[src/rtl/mem_stage_if.sv]
`default_nettype none
// +--------------------------------------------------------------------------+
// | mem_pkg / mem_stage_if                                                   |
// | Execute-to-memory parameter bundle and data-bus request/grant/response   |
// | interface for the MINA2000 memory stage.                                 |
// | Revision: 1.0                                                            |
// +--------------------------------------------------------------------------+

package mem_pkg;
  localparam logic [1:0] MEM_OP_NONE  = 2'd0;
  localparam logic [1:0] MEM_OP_LOAD  = 2'd1;
  localparam logic [1:0] MEM_OP_STORE = 2'd2;

  typedef struct packed {
    logic [4:0]  rd_addr;
    logic [1:0]  mem_op;
    logic [31:0] mem_data;
    logic [31:0] rd_data;
  } mem_params_t;
endpackage

interface mem_stage_if;
  logic        dbus_req;
  logic        dbus_we;
  logic [31:0] dbus_addr;
  logic [31:0] dbus_wdata;
  logic        dbus_gnt;
  logic        dbus_rvalid;
  logic [31:0] dbus_rdata;
  logic        dbus_err;

  modport master (
    output dbus_req, dbus_we, dbus_addr, dbus_wdata,
    input  dbus_gnt, dbus_rvalid, dbus_rdata, dbus_err
  );

  modport slave (
    input  dbus_req, dbus_we, dbus_addr, dbus_wdata,
    output dbus_gnt, dbus_rvalid, dbus_rdata, dbus_err
  );
endinterface

`default_nettype wire

[src/rtl/mem_stage.sv]
`default_nettype none
// +--------------------------------------------------------------------------+
// | mem_stage                                                                |
// | MINA2000 memory-access stage: word loads/stores over a req/gnt/rvalid    |
// | bus, registered write-back and fault reporting. Optional bus watchdog    |
// | enabled by defining MEM_TIMEOUT_EN.                                      |
// | Revision: 1.0                                                            |
// +--------------------------------------------------------------------------+

module mem_stage #(
  parameter int TIMEOUT_CYCLES = 255
) (
  input  logic                 clk,
  input  logic                 rst_n,
  input  logic                 in_valid,
  input  mem_pkg::mem_params_t mem_params,
  output logic                 in_ready,
  mem_stage_if.master          dbus,
  output logic                 wb_valid,
  output logic                 wb_we,
  output logic [4:0]           wb_rd_addr,
  output logic [31:0]          wb_rd_data,
  output logic                 fault,
  output logic [31:0]          fault_addr
);
  import mem_pkg::*;

  localparam logic [1:0] S_IDLE = 2'd0;
  localparam logic [1:0] S_REQ  = 2'd1;
  localparam logic [1:0] S_RESP = 2'd2;

  logic [1:0]  r_state;
  logic [1:0]  w_next_state;

  logic [31:0] r_addr;
  logic [31:0] r_wdata;
  logic        r_we;
  logic [4:0]  r_rd_addr;

  logic        w_accept;
  logic        w_is_mem;
  logic        w_misaligned;
  logic        w_accept_mem;
  logic        w_expire;
  logic        w_req;

  logic        w_wb_valid_d;
  logic        w_wb_we_d;
  logic [4:0]  w_wb_rd_addr_d;
  logic [31:0] w_wb_rd_data_d;
  logic        w_fault_d;
  logic [31:0] w_fault_addr_d;

  assign in_ready     = (r_state == S_IDLE);
  assign w_accept     = in_valid && in_ready;
  assign w_is_mem     = (mem_params.mem_op == MEM_OP_LOAD) || (mem_params.mem_op == MEM_OP_STORE);
  assign w_misaligned = (mem_params.rd_data[1:0] != 2'b00);
  assign w_accept_mem = w_accept && w_is_mem && !w_misaligned;

`ifdef MEM_TIMEOUT_EN
  localparam int CNT_W = (TIMEOUT_CYCLES > 255) ? $clog2(TIMEOUT_CYCLES + 1) : 8;

  logic [CNT_W-1:0] r_cnt;

  // Count is zero on the first REQ cycle and advances through REQ and RESP.
  always_ff @(posedge clk or negedge rst_n) begin
    if (!rst_n) begin
      r_cnt <= '0;
    end else if (w_accept_mem) begin
      r_cnt <= '0;
    end else if (r_state != S_IDLE) begin
      r_cnt <= r_cnt + CNT_W'(1);
    end
  end

  assign w_expire = (r_state != S_IDLE) && (r_cnt == CNT_W'(TIMEOUT_CYCLES));
`else
  logic [31:0] w_timeout_unused;
  assign w_timeout_unused = 32'(TIMEOUT_CYCLES);
  assign w_expire         = 1'b0;
`endif

  always_ff @(posedge clk or negedge rst_n) begin
    if (!rst_n) begin
      r_state <= S_IDLE;
    end else begin
      r_state <= w_next_state;
    end
  end

  always_comb begin
    w_next_state = r_state;
    case (r_state)
      S_IDLE: begin
        if (w_accept_mem) w_next_state = S_REQ;
      end
      S_REQ: begin
        if (w_expire)           w_next_state = S_IDLE;
        else if (dbus.dbus_gnt) w_next_state = S_RESP;
      end
      S_RESP: begin
        if (dbus.dbus_rvalid || w_expire) w_next_state = S_IDLE;
      end
      default: w_next_state = S_IDLE;
    endcase
  end

  always_comb begin
    w_req          = 1'b0;
    w_wb_valid_d   = 1'b0;
    w_wb_we_d      = 1'b0;
    w_wb_rd_addr_d = 5'd0;
    w_wb_rd_data_d = 32'd0;
    w_fault_d      = 1'b0;
    w_fault_addr_d = fault_addr;
    case (r_state)
      S_IDLE: begin
        if (w_accept && !w_is_mem) begin
          w_wb_valid_d   = 1'b1;
          w_wb_we_d      = 1'b1;
          w_wb_rd_addr_d = mem_params.rd_addr;
          w_wb_rd_data_d = mem_params.rd_data;
        end else if (w_accept && w_misaligned) begin
          w_wb_valid_d   = 1'b1;
          w_wb_rd_addr_d = mem_params.rd_addr;
          w_fault_d      = 1'b1;
          w_fault_addr_d = mem_params.rd_data;
        end
      end
      S_REQ: begin
        w_req = !w_expire;
        if (w_expire) begin
          w_wb_valid_d   = 1'b1;
          w_wb_rd_addr_d = r_rd_addr;
          w_fault_d      = 1'b1;
          w_fault_addr_d = r_addr;
        end
      end
      S_RESP: begin
        // A response in the expiry cycle completes normally.
        if (dbus.dbus_rvalid) begin
          w_wb_valid_d   = 1'b1;
          w_wb_rd_addr_d = r_rd_addr;
          if (dbus.dbus_err) begin
            w_fault_d      = 1'b1;
            w_fault_addr_d = r_addr;
          end else if (!r_we) begin
            w_wb_we_d      = 1'b1;
            w_wb_rd_data_d = dbus.dbus_rdata;
          end
        end else if (w_expire) begin
          w_wb_valid_d   = 1'b1;
          w_wb_rd_addr_d = r_rd_addr;
          w_fault_d      = 1'b1;
          w_fault_addr_d = r_addr;
        end
      end
      default: ;
    endcase
  end

  always_ff @(posedge clk or negedge rst_n) begin
    if (!rst_n) begin
      r_addr     <= 32'd0;
      r_wdata    <= 32'd0;
      r_we       <= 1'b0;
      r_rd_addr  <= 5'd0;
      wb_valid   <= 1'b0;
      wb_we      <= 1'b0;
      wb_rd_addr <= 5'd0;
      wb_rd_data <= 32'd0;
      fault      <= 1'b0;
      fault_addr <= 32'd0;
    end else begin
      if (w_accept_mem) begin
        r_addr    <= {mem_params.rd_data[31:2], 2'b00};
        r_wdata   <= mem_params.mem_data;
        r_we      <= (mem_params.mem_op == MEM_OP_STORE);
        r_rd_addr <= mem_params.rd_addr;
      end
      wb_valid   <= w_wb_valid_d;
      wb_we      <= w_wb_we_d;
      wb_rd_addr <= w_wb_rd_addr_d;
      wb_rd_data <= w_wb_rd_data_d;
      fault      <= w_fault_d;
      fault_addr <= w_fault_addr_d;
    end
  end

  assign dbus.dbus_req   = w_req;
  assign dbus.dbus_we    = r_we;
  assign dbus.dbus_addr  = r_addr;
  assign dbus.dbus_wdata = r_wdata;

endmodule

`default_nettype wire

[src/flat_wrapper.sv]
// flat-port wrapper written by rule: the top's interface ports become plain ports
module mem_stage_flat import mem_pkg::*;
#(
  parameter int TIMEOUT_CYCLES = 255
)
  (clk, rst_n, in_valid, mem_params, in_ready, wb_valid, wb_we, wb_rd_addr, wb_rd_data, fault, fault_addr, dbus_dbus_req, dbus_dbus_we, dbus_dbus_addr, dbus_dbus_wdata, dbus_dbus_gnt, dbus_dbus_rvalid, dbus_dbus_rdata, dbus_dbus_err);
  mem_stage_if dbus_i ();
  input  logic clk;
  input  logic rst_n;
  input  logic in_valid;
  input  mem_pkg::mem_params_t mem_params;
  output logic in_ready;
  output logic wb_valid;
  output logic wb_we;
  output logic [4:0] wb_rd_addr;
  output logic [31:0] wb_rd_data;
  output logic fault;
  output logic [31:0] fault_addr;
  output wire logic [$bits(dbus_i.dbus_req)-1:0] dbus_dbus_req;
  output wire logic [$bits(dbus_i.dbus_we)-1:0] dbus_dbus_we;
  output wire logic [$bits(dbus_i.dbus_addr)-1:0] dbus_dbus_addr;
  output wire logic [$bits(dbus_i.dbus_wdata)-1:0] dbus_dbus_wdata;
  input wire logic [$bits(dbus_i.dbus_gnt)-1:0] dbus_dbus_gnt;
  input wire logic [$bits(dbus_i.dbus_rvalid)-1:0] dbus_dbus_rvalid;
  input wire logic [$bits(dbus_i.dbus_rdata)-1:0] dbus_dbus_rdata;
  input wire logic [$bits(dbus_i.dbus_err)-1:0] dbus_dbus_err;
  assign dbus_dbus_req = dbus_i.dbus_req;
  assign dbus_dbus_we = dbus_i.dbus_we;
  assign dbus_dbus_addr = dbus_i.dbus_addr;
  assign dbus_dbus_wdata = dbus_i.dbus_wdata;
  assign dbus_i.dbus_gnt = dbus_dbus_gnt;
  assign dbus_i.dbus_rvalid = dbus_dbus_rvalid;
  assign dbus_i.dbus_rdata = dbus_dbus_rdata;
  assign dbus_i.dbus_err = dbus_dbus_err;
  mem_stage #(.TIMEOUT_CYCLES(TIMEOUT_CYCLES)) u_core (.clk(clk), .rst_n(rst_n), .in_valid(in_valid), .mem_params(mem_params), .in_ready(in_ready), .dbus(dbus_i), .wb_valid(wb_valid), .wb_we(wb_we), .wb_rd_addr(wb_rd_addr), .wb_rd_data(wb_rd_data), .fault(fault), .fault_addr(fault_addr));
endmodule
[config.mk]
export PLATFORM = sky130hd
export DESIGN_NAME = mem_stage_flat
export DESIGN_NICKNAME = d
export VERILOG_FILES = /design/src/rtl/mem_stage_if.sv /design/src/rtl/mem_stage.sv /design/src/flat_wrapper.sv
export SDC_FILE = /design/constraint.sdc
export NUM_CORES = 1
export LEC_CHECK = 0
export BUFFER_PORTS_ARGS = -buffer_cell sky130_fd_sc_hd__buf_2
export CAP_MARGIN = 20
export CORE_MARGIN = 2
export CORE_UTILIZATION = 43
export DETAILED_ROUTE_END_ITERATION = 7
export HOLD_SLACK_MARGIN = 0.03
export PLACE_DENSITY_LB_ADDON = 0.08
export RECOVER_POWER = 25
export SLEW_MARGIN = 20
export SYNTH_ARGS = -nofsm -noshare
export SYNTH_HDL_FRONTEND = slang
export SYNTH_SLANG_ARGS = --single-unit
[constraint.sdc]
create_clock -name clk -period 1.7 [get_ports clk]
set_input_delay 0.34 -clock clk [delete_from_list [all_inputs] [get_ports clk]]
set_output_delay 0.34 -clock clk [all_outputs]
set_load 0.01 [all_outputs]
==> impl_results.md <==
* Status: finished with violations
* Failing checks: setup timing
* FMAX at 0.550 GHz
* Synth warnings at 0
* CTS sink cnt at between 100 and 150
* CTS clk-pin slew, worst paths at 0.06 ns
* Power Internal at 7.98 mW
* Routed WL at about 14 mm
* # rows at 41
* Via Count at 4030
* 1st-iter DRT viols at 171
* Via density at 4.94
* Stages on worst setup path at 5
* DRC errors left at 0
* Post-synth top cells: dfrtp_1, mux2_2, a22o_1
* EDFF count, synth at 0
* Cells along the critical path: or3b_4 > o32ai_4 > buf_12 > clkbuf_16 > mux2_2
* CP max stage delay at 0.42 ns
* Seq/Total Area, Yosys at between 60% and 70%
* Syn avg cell area at 15.7 µm²
* Slew Limit Fails at 0
* Buf+Inv Stages, Crit Path at 2
* Antenna fix cells at 0
* Adder-Cell Fraction of Synth Area at less than 1%
* Multi-input gate area at 2110 µm²
* Async SR Flop Fraction at 100%
* PwrDens at 1370 nW/µm²
* Clock skew at 0.00490 ns
* Post-synthesis mux area share at 26.0%
* Overall Global Routing Usage at 21.0%
* CP Launch Type: flip-flop
* Bufs on Longest Clock Path at 2
* Slowest cell on the critical path: or3b_4
* Core footprint at 12700 µm²
* Critical Path AT at 2.12 ns
* Largest area contributor in the netlist: dfrtp_1
* Hold depth at 2
* Syn Inst Count at 358
* Crit-path leading delay family: simple AND/OR/NAND/NOR gates
* Design area at roughly 8100 µm²
* Req. time, crit path at roughly 2.0 ns
* WL met3 at 1.17 mm
* H-tree depth at 4
* Comb power frac at 27.4%
* Sw frac at between 20 and 30%
* Least-Margin Pin Slew at 1.15 ns
* Reg area at 3550 µm²
* Post-route setup slack at -0.119 ns
* Placer Congestion at around 0.8
* Most common cell in the netlist: dfrtp_1
* Layout cells sized above 1 at ~69%
* Post-DR wirelength/cell at roughly 18 µm
* Kind of critical path: flip-flop to flip-flop
* Top_reg_cell synth: dfrtp_1
* Worst hold start: dbus_dbus_rdata[21]
* Reg-to-reg startpoint: u_core.r_state[1]$_DFFE_PN0P_
* Worst relative slew slack at 23.1%
* Met2 routed WL at approximately 7.0 mm
* MaxCap Viol Count at 0
* 1st-pass router iterations at 4
* Top layer in use: met4
* Antenna-violating nets left at 0
* Endpoint class of the critical path: flip-flop
* Initial Util at 44.3%
* Hpwl dp at 9.98 mm
* Simple-gate portion of the synthesized area at 1.64%
* Worst VDD drop at 747 µV
* Clock power share at 30.1%
* Crit Path Max Fanout at 8
* Port Buffers at 245
* Switching power at 3.15 mW
* Post-synthesis register bit count at 142
* Largest family of logic cells by synthesized area: multiplexers
* Area share of the largest cell type after synthesis at between 60% and 70%
* Post-Synthesis Cell Area at 5630 µm²
* Final min period at 1.82 ns
* # IOs at 248
* Root Driver: clkbuf_16
* Worst slack, placed at -0.169 ns
* Yosys cell types at 25
* Reg power frac at 42.5%
* TritonCTS Buffers at 17
* Number of fill cells at 1019
* Util after Layout at 63.9%
* Reg2reg path depth at 5
* Ranking of synthesized cells by area: dfrtp_1, mux2_2, a22o_1
* Die Wd at 118 µm
* Largest net degree at the start of global routing at 49
* Critical path origin: u_core.r_state[1]$_DFFE_PN0P_
* Worst skew pair latency at 0.42 ns
* Layout Area Growth over Synthesis at 44.3%
* Die Span Y at around 120 µm
* Leakage at 4.15 nW
* Final global-route overflow total at 0
* Post-DP Area at 7290 µm²
* Post-route clock period utilization at 107%
* HP Class: input port to flip-flop
* Routed met1 length at 6.06 mm
* Final hold viol count at 0
* Synth Area in Compound Gates at 6.51%
* Antenna violations before repair at 0
* Final setup viols at 32
* First-pass GRT wire length at between 20 and 25 mm
* Setup TNS at -2.69 ns
* Number of global-route vias before repair at 4277
* CTS tree: yes
* Die area at 14000 µm²
* Worst Hold Margin at roughly 0.14 ns
* Unrepaired setup endpoints after global routing: yes
* Synth Area in XOR/XNOR at 0%
* Net count, final at 742
[power by group through the flow]
stage	registers (mW)	logic (mW)	clock network [mW]
global route	4.85	3.29	3.58
CTS	4.71	2.90	3.43
global placement	4.72	2.81	0
floorplan	5.15	1.03	0
detailed placement	4.75	2.87	0
finish	4.72	3.05	3.35
[metal layers]
layer | track usage (%) | up-vias
met5 | 0 | -
met3 | 7.48 | 20
li1 | - | 1842
met1 | 25.3 | 1999
met4 | 8.41 | 0
met2 | 34.4 | 169
[through the flow]
stage,cells,power (mW)
2_1_floorplan,359,6.17
3_3_place_gp,777,7.53
3_5_place_dp,777,7.62
4_1_cts,808,11.0
5_1_grt,815,11.7
6_report,815,11.1
[area by class of cell]
type / instances / share of cell area, %
Tap cell: 172 / 2.65
Multi-Input combinational cell: 190 / 26.0
Clock inverter: 9 / 0.862
Timing Repair Buffer: 277 / 20.9
Inverter: 4 / 0.185
Sequential cell: 142 / 43.7
Clock buffer: 21 / 5.67
[layout by cell type (no fill, tap or decap), types with 2 or more instances in the layout]
cell,synthesis,layout
buf_2,5,244
inv_1,4,3
clkbuf_8,0,2
nor2b_1,3,2
conb_1,1,2
clkbuf_16,0,20
mux2_2,129,101
clkbuf_1,8,2
nor2_1,3,2
a22o_1,37,37
o21ai_0,3,3
clkinv_2,0,8
buf_6,3,3
buf_4,2,12
dfrtp_1,142,142
mux2_4,0,28
buf_8,0,2
buf_12,0,12
[flip-flops by register name, summed over array words and instances, names as in the netlist]
| register | cells |
|---|---|
| u_core.dbus.dbus_wdata | 32 |
| u_core.fault_addr | 32 |
| u_core.wb_rd_data | 32 |
| u_core.dbus.dbus_addr | 30 |
| u_core.r_rd_addr | 5 |
| u_core.wb_rd_addr | 5 |
| u_core.r_state | 2 |
| u_core.dbus.dbus_we | 1 |
| u_core.fault | 1 |
| u_core.wb_valid | 1 |
| u_core.wb_we | 1 |
[timing repair]
item,CTS,global route
buffers inserted,0,4
endpoints found under the hold margin,42,0
hold buffers,1,0
resized for setup,6,40
endpoints found under the setup margin,33,67
pin swaps,0,1
gates cloned,0,4
[worst paths after layout]
path / slack, ns / to
max in group asynchronous: 0.20 / u_core.fault_addr[11]$_DFFE_PN0P_
min: 0.14 / u_core.wb_rd_data[21]$_DFF_PN0_
min reg2reg: 0.50 / u_core.dbus.dbus_wdata[23]$_DFFE_PN0P_
min in group asynchronous: 0.70 / u_core.wb_rd_data[8]$_DFF_PN0_
max reg2reg: -0.12 / u_core.fault_addr[18]$_DFFE_PN0P_
max: -0.12 / u_core.fault_addr[18]$_DFFE_PN0P_
[cells by family (layout without fill, tap and decap cells)]
group / Yosys count / after routing
and+or+nand+nor: 16 / 16
other: 1 / 2
buffers and inverters: 27 / 311
adders and majority gates: 1 / 1
muxes: 130 / 130
DFF: 142 / 142
AOI/OAI and AO/OA: 41 / 41
(Power assumes the default switching activity.)
